`src/rtl/uart_cmd_pkg.sv`:
```
// ---------------------------------------------------------------------------
// uart_cmd_pkg
//
// Shared constants for the UART command deframer: the default frame start
// marker, the deframer state encoding, and a small saturating-increment
// helper used for the error counter.
//
// No ports (package).
// ---------------------------------------------------------------------------
package uart_cmd_pkg;

    // Default frame start marker.
    localparam logic [7:0] DEFAULT_SYNC_BYTE = 8'hA5;

    // Deframer state encoding. These are plain constants rather than an enum
    // so that older tools and mixed-language parents can share the values.
    typedef logic [1:0] deframer_state_t;

    localparam deframer_state_t ST_IDLE    = 2'd0;
    localparam deframer_state_t ST_PAYLOAD = 2'd1;
    localparam deframer_state_t ST_CHECK   = 2'd2;

    // Increment an 8-bit count, holding at all-ones instead of wrapping.
    function automatic logic [7:0] sat_inc8(input logic [7:0] value);
        return (value == 8'hFF) ? value : value + 8'd1;
    endfunction

endpackage

```
`src/rtl/uart_cmd_deframer.sv`:
```
// ---------------------------------------------------------------------------
// uart_cmd_deframer
//
// Pulls fixed-length command frames out of a UART byte stream. A frame is
// SYNC_BYTE, then PAYLOAD_BYTES payload bytes, then one checksum byte equal
// to the XOR of the payload bytes. A good frame updates cmd_word and pulses
// cmd_valid; a bad checksum or an inter-byte timeout pulses cmd_err and
// bumps a saturating error counter.
//
// Parameters
//   SYNC_BYTE      frame start marker
//   PAYLOAD_BYTES  payload bytes per frame, legal range 1..8
//   TIMEOUT_CYCLES inter-byte timeout in clk cycles
//
// Ports
//   clk            clock, rising edge
//   rst            asynchronous reset, active low
//   rx_data        received byte from the UART receiver
//   rx_data_fresh  one-cycle strobe marking rx_data valid
//   cmd_word       last good payload, first-received byte in the MSBs
//   cmd_valid      one-cycle strobe marking a new cmd_word
//   cmd_err        one-cycle strobe on checksum error or timeout
//   err_count      saturating count of cmd_err pulses
//   busy           high whenever a frame is in progress
// ---------------------------------------------------------------------------
module uart_cmd_deframer
    import uart_cmd_pkg::*;
#(
    parameter logic [7:0] SYNC_BYTE      = DEFAULT_SYNC_BYTE,
    parameter int         PAYLOAD_BYTES  = 4,
    parameter int         TIMEOUT_CYCLES = 8680
) (
    input  logic                         clk,
    input  logic                         rst,
    input  logic [7:0]                   rx_data,
    input  logic                         rx_data_fresh,
    output logic [8*PAYLOAD_BYTES-1:0]   cmd_word,
    output logic                         cmd_valid,
    output logic                         cmd_err,
    output logic [7:0]                   err_count,
    output logic                         busy
);

    // A one-cycle timeout would make $clog2 return zero, so keep at least
    // one bit of counter.
    localparam int TO_W  = (TIMEOUT_CYCLES > 1) ? $clog2(TIMEOUT_CYCLES) : 1;
    localparam int IDX_W = $clog2(PAYLOAD_BYTES + 1);

    localparam logic [TO_W-1:0]  TO_LAST  = TO_W'(TIMEOUT_CYCLES - 1);
    localparam logic [IDX_W-1:0] IDX_LAST = IDX_W'(PAYLOAD_BYTES - 1);

    deframer_state_t            state;
    deframer_state_t            state_nxt;
    logic [IDX_W-1:0]           idx;
    logic [IDX_W-1:0]           idx_nxt;
    logic [7:0]                 xor_acc;
    logic [7:0]                 xor_nxt;
    logic [8*PAYLOAD_BYTES-1:0] asm_reg;
    logic [8*PAYLOAD_BYTES-1:0] asm_nxt;
    logic [TO_W-1:0]            to_cnt;
    logic [TO_W-1:0]            to_nxt;
    logic                       timeout_hit;
    logic                       word_load;
    logic                       valid_nxt;
    logic                       err_nxt;

    assign busy        = (state != ST_IDLE);
    assign timeout_hit = (to_cnt == TO_LAST);

    // Next-state logic. A fresh byte always takes priority over the timeout,
    // so a byte that lands on the last timeout cycle keeps the frame alive.
    // Because of that priority, a checksum result and a timeout can never
    // fire together, which keeps cmd_valid and cmd_err mutually exclusive.
    always_comb begin
        state_nxt = state;
        idx_nxt   = idx;
        xor_nxt   = xor_acc;
        asm_nxt   = asm_reg;
        word_load = 1'b0;
        valid_nxt = 1'b0;
        err_nxt   = 1'b0;

        // Counter idles at zero, restarts on every byte, runs otherwise.
        if (state == ST_IDLE || rx_data_fresh) begin
            to_nxt = '0;
        end else begin
            to_nxt = to_cnt + TO_W'(1);
        end

        case (state)
            ST_IDLE: begin
                if (rx_data_fresh && rx_data == SYNC_BYTE) begin
                    state_nxt = ST_PAYLOAD;
                    idx_nxt   = '0;
                    xor_nxt   = 8'h00;
                end
            end

            ST_PAYLOAD: begin
                if (rx_data_fresh) begin
                    // Shift in from the LSB end so the first byte ends up on top.
                    asm_nxt       = asm_reg << 8;
                    asm_nxt[7:0]  = rx_data;
                    xor_nxt       = xor_acc ^ rx_data;
                    idx_nxt       = idx + IDX_W'(1);
                    if (idx == IDX_LAST) begin
                        state_nxt = ST_CHECK;
                    end
                end else if (timeout_hit) begin
                    err_nxt   = 1'b1;
                    state_nxt = ST_IDLE;
                end
            end

            ST_CHECK: begin
                if (rx_data_fresh) begin
                    if (rx_data == xor_acc) begin
                        word_load = 1'b1;
                        valid_nxt = 1'b1;
                    end else begin
                        err_nxt   = 1'b1;
                    end
                    state_nxt = ST_IDLE;
                end else if (timeout_hit) begin
                    err_nxt   = 1'b1;
                    state_nxt = ST_IDLE;
                end
            end

            default: begin
                state_nxt = ST_IDLE;
            end
        endcase

        if (state_nxt == ST_IDLE) begin
            to_nxt = '0;
        end
    end

    // Frame-tracking state and registered outputs. Reset abandons any
    // partial frame silently.
    always_ff @(posedge clk or negedge rst) begin
        if (!rst) begin
            state     <= ST_IDLE;
            idx       <= '0;
            xor_acc   <= 8'h00;
            asm_reg   <= '0;
            to_cnt    <= '0;
            cmd_word  <= '0;
            cmd_valid <= 1'b0;
            cmd_err   <= 1'b0;
            err_count <= 8'h00;
        end else begin
            state     <= state_nxt;
            idx       <= idx_nxt;
            xor_acc   <= xor_nxt;
            asm_reg   <= asm_nxt;
            to_cnt    <= to_nxt;
            cmd_valid <= valid_nxt;
            cmd_err   <= err_nxt;
            if (word_load) begin
                cmd_word <= asm_reg;
            end
            if (err_nxt) begin
                err_count <= sat_inc8(err_count);
            end
        end
    end

endmodule
```
`config.mk`:
```
export PLATFORM = sky130hd
export DESIGN_NAME = uart_cmd_deframer
export DESIGN_NICKNAME = d
export VERILOG_FILES = /design/src/rtl/uart_cmd_pkg.sv /design/src/rtl/uart_cmd_deframer.sv
export SDC_FILE = /design/constraint.sdc
export NUM_CORES = 1
export LEC_CHECK = 0
export ABC_AREA = 1
export BUFFER_PORTS_ARGS = -buffer_cell sky130_fd_sc_hd__buf_2
export CAP_MARGIN = 20
export CORE_ASPECT_RATIO = 1.75
export CORE_MARGIN = 1
export CORE_UTILIZATION = 55
export CTS_BUF_LIST = sky130_fd_sc_hd__clkbuf_4
export DETAILED_ROUTE_END_ITERATION = 8
export MAX_ROUTING_LAYER = met4
export PLACE_DENSITY = 0.84
export SYNTH_ARGS = -nofsm -noshare
export SYNTH_HDL_FRONTEND = slang
export SYNTH_SLANG_ARGS = --single-unit
```
`constraint.sdc`:
```
create_clock -name clk -period 3.85 [get_ports clk]
set_input_delay 0.77 -clock clk [delete_from_list [all_inputs] [get_ports clk]]
set_output_delay 0.77 -clock clk [all_outputs]
set_load 0.02 [all_outputs]
```
==> impl_metrics.ini <==
[clock_tree]
worst_skew_pair.late_latency_ps = 460
clockBufferDepth = 2
cts_resized = 0
cts_buffers = 9
htree_levels = 3
cts_tree = yes
post_cts.repair.setup_buffers = 0
cts_root_buf = clkbuf_4
clock-sinks = 101
clk_pin_slew_ps = 160
postCtsHoldBufs = 0

[sta]
min_period_over_period = 0.605
setup_viol = 0
period_minus_slack_ps = 2330
finalSetupTns_ps = 0
slew_violations = 0
finClkSkew_ps = 17.7
rsz0062_at_grt = false
hold_violations = 0
slew-limit-headroom = 0.387
fmax_mhz = 429
max_slew.worst_pin.slew_ps = 916
whs_ps = 368

[routing]
drtPass1Iterations = 4
viasPerCell = 5.18
num_vias = 3556
drtIter0Drc = 250
drcViolationCount = 0
drtAntennaViolNets = 0
drt_wl_total_um = 8760
wl_per_cell_um = 12.8

[finish]
drive_above_1_share = 0.185
antenna_cells = 0
finish.instance_area_mm2 = 0.00510
synthToLayoutAreaGrowth_pct = 8.67
nets = 608

[place]
placed_cell_area_mm2 = 0.00496
dpl.hpwl_um = 6320
io_buffers = 53
place.gp.congestion = 0.905

[synthesis]
ys_seq_area_frac = 0.539
netlist-cell-type-count = 33
synthFlopType = dfrtp_1
ys_warn_count = 0
ys_seq_elements = 101
yosysTopAreaCell = dfrtp_1
synthesis.nets = 560
synth_area_leaders = dfrtp_1 54%, nand2_1 14%, o21ai_0 5.3%
synth_top_area_share = 0.539
synth_area_mm2 = 0.00469
synthArstFlopShare = 1.00
avgSynthCellArea_um2 = 8.67
syn-instance-count = 541
synth_edf_count = 0

[floorplanning]
die_x_um = 71.8
row_count = 44
io_pins = 54
die_area_mm2 = 0.00891
die_h_um = 124
fp.coreArea_mm2 = 0.00826
start_util = 0.568

[grt]
grt_pass1_vias = 3519
antenna_found_initial = 0
grtUsageTotal = 0.222
grt_remaining_overflow = 0
grt_pass1_wl_um = 14900
grt_max_degree = 66

[worst_setup_path]
crit_type = register to output port
critPathRequiredTime_ps = 3080
cp-end-kind = output port
worstPathArrival_ps = 1560
critPathMaxFanout = 7
start_kind = register

[worst_hold_path]
hold_path_class = primary input to asynchronous set/reset pin

[run_status]
status = completed

[run]
maxCapViolations = 0

[power_and_ir_drop]
power_density_mw_per_mm2 = 419
p_leak_nw = 2.59
peakVddDrop_mv = 0.214
[cells in the final DEF, fill, tap and decap left out, types with 9 or more instances in the layout]
| master | count |
|---|---|
| a21oi_2 | 9 |
| buf_2 | 52 |
| clkbuf_4 | 11 |
| dfrtp_1 | 101 |
| inv_1 | 61 |
| nand2_1 | 175 |
| nand3_1 | 24 |
| nand4_1 | 13 |
| nor2_1 | 13 |
| o21ai_0 | 50 |
| o21ai_1 | 18 |
[synthesized netlist by cell type, types with 3 or more instances]
library cell,instances
dfrtp_1,101
nand2_2,5
nand4_1,13
o21ai_1,18
or2_2,3
buf_6,5
a21oi_2,9
nor2_1,13
inv_1,61
o21ai_0,50
a21oi_1,8
ha_1,8
clkbuf_1,8
nand3_1,25
nor2_4,3
nand2_1,176
xor2_1,4
buf_2,3
nand2_4,3
inv_2,8
[logic make-up (layout without fill, tap and decap cells)]
kind of cell / after synthesis / count (layout) / synth area share
XOR/XNOR: 6 / 6 / 0.0112
AND/OR/NAND/NOR: 248 / 248 / 0.235
adder cells (fa/ha/maj): 8 / 8 / 0.0213
AO/OA/AOI/OAI: 90 / 90 / 0.108
flip-flops: 101 / 101 / 0.539
buffers and inverters: 88 / 141 / 0.0862
[per-layer routing]
layer	track usage	wire [um]	up-vias	share of wire
met5	-	0	-	0
met4	0.113	251	0	0.029
met3	0.0405	269	19	0.031
met2	0.394	4640	77	0.53
met1	0.232	3600	1651	0.41
li1	-	-	1809	-
[layout make-up]
type                    count  area (um2)
clock buffers              11        82.6
fillers                   730        3160
clock inverters             5        56.3
flip-flops and latches    101        2530
repair buffers             56         290
well taps                  92         115
multi-input cells         352        1770
inverters                  69         259
[where the power goes]
group	internal, W	switching (W)	total, W	leakage (nW)
registers	0.00117	0.0000675	0.00124	1.39
clock network	0.000215	0.000336	0.000551	0.0793
logic	0.000104	0.000241	0.000345	1.11
total	0.00149	0.000645	0.00214	2.59
[worst max-delay path, cell delays in order, from the launching register on]
cell and delay, ps:
dfrtp_1 430, inv_1 130, ha_1 300, inv_1 80, buf_2 160
[metrics by stage]
stage,setup WS [ps],std cells,power [W],utilization
2_1_floorplan,2080,541,0.00152,-
3_3_place_gp,1530,670,0.00159,0.600
3_5_place_dp,1470,670,0.00161,0.600
4_1_cts,1480,686,0.00217,0.617
5_1_grt,1400,686,0.00226,0.617
6_report,1520,686,0.00214,0.617
[path summary, 6_finish.rpt]
check,startpoint,endpoint,slack [ps],cells past startpoint
worst max-delay path,state[0],busy,1520,4
worst min-delay path,rst,cmd_word[24],370,1
worst max register to register,state[1],xor_acc[5],1700,6
worst min register to register,asm_reg[26],cmd_word[26],490,2
max in group asynchronous,rst,cmd_word[1],2700,2
min in group clk,asm_reg[26],cmd_word[26],490,2
(Power assumes the default switching activity.)
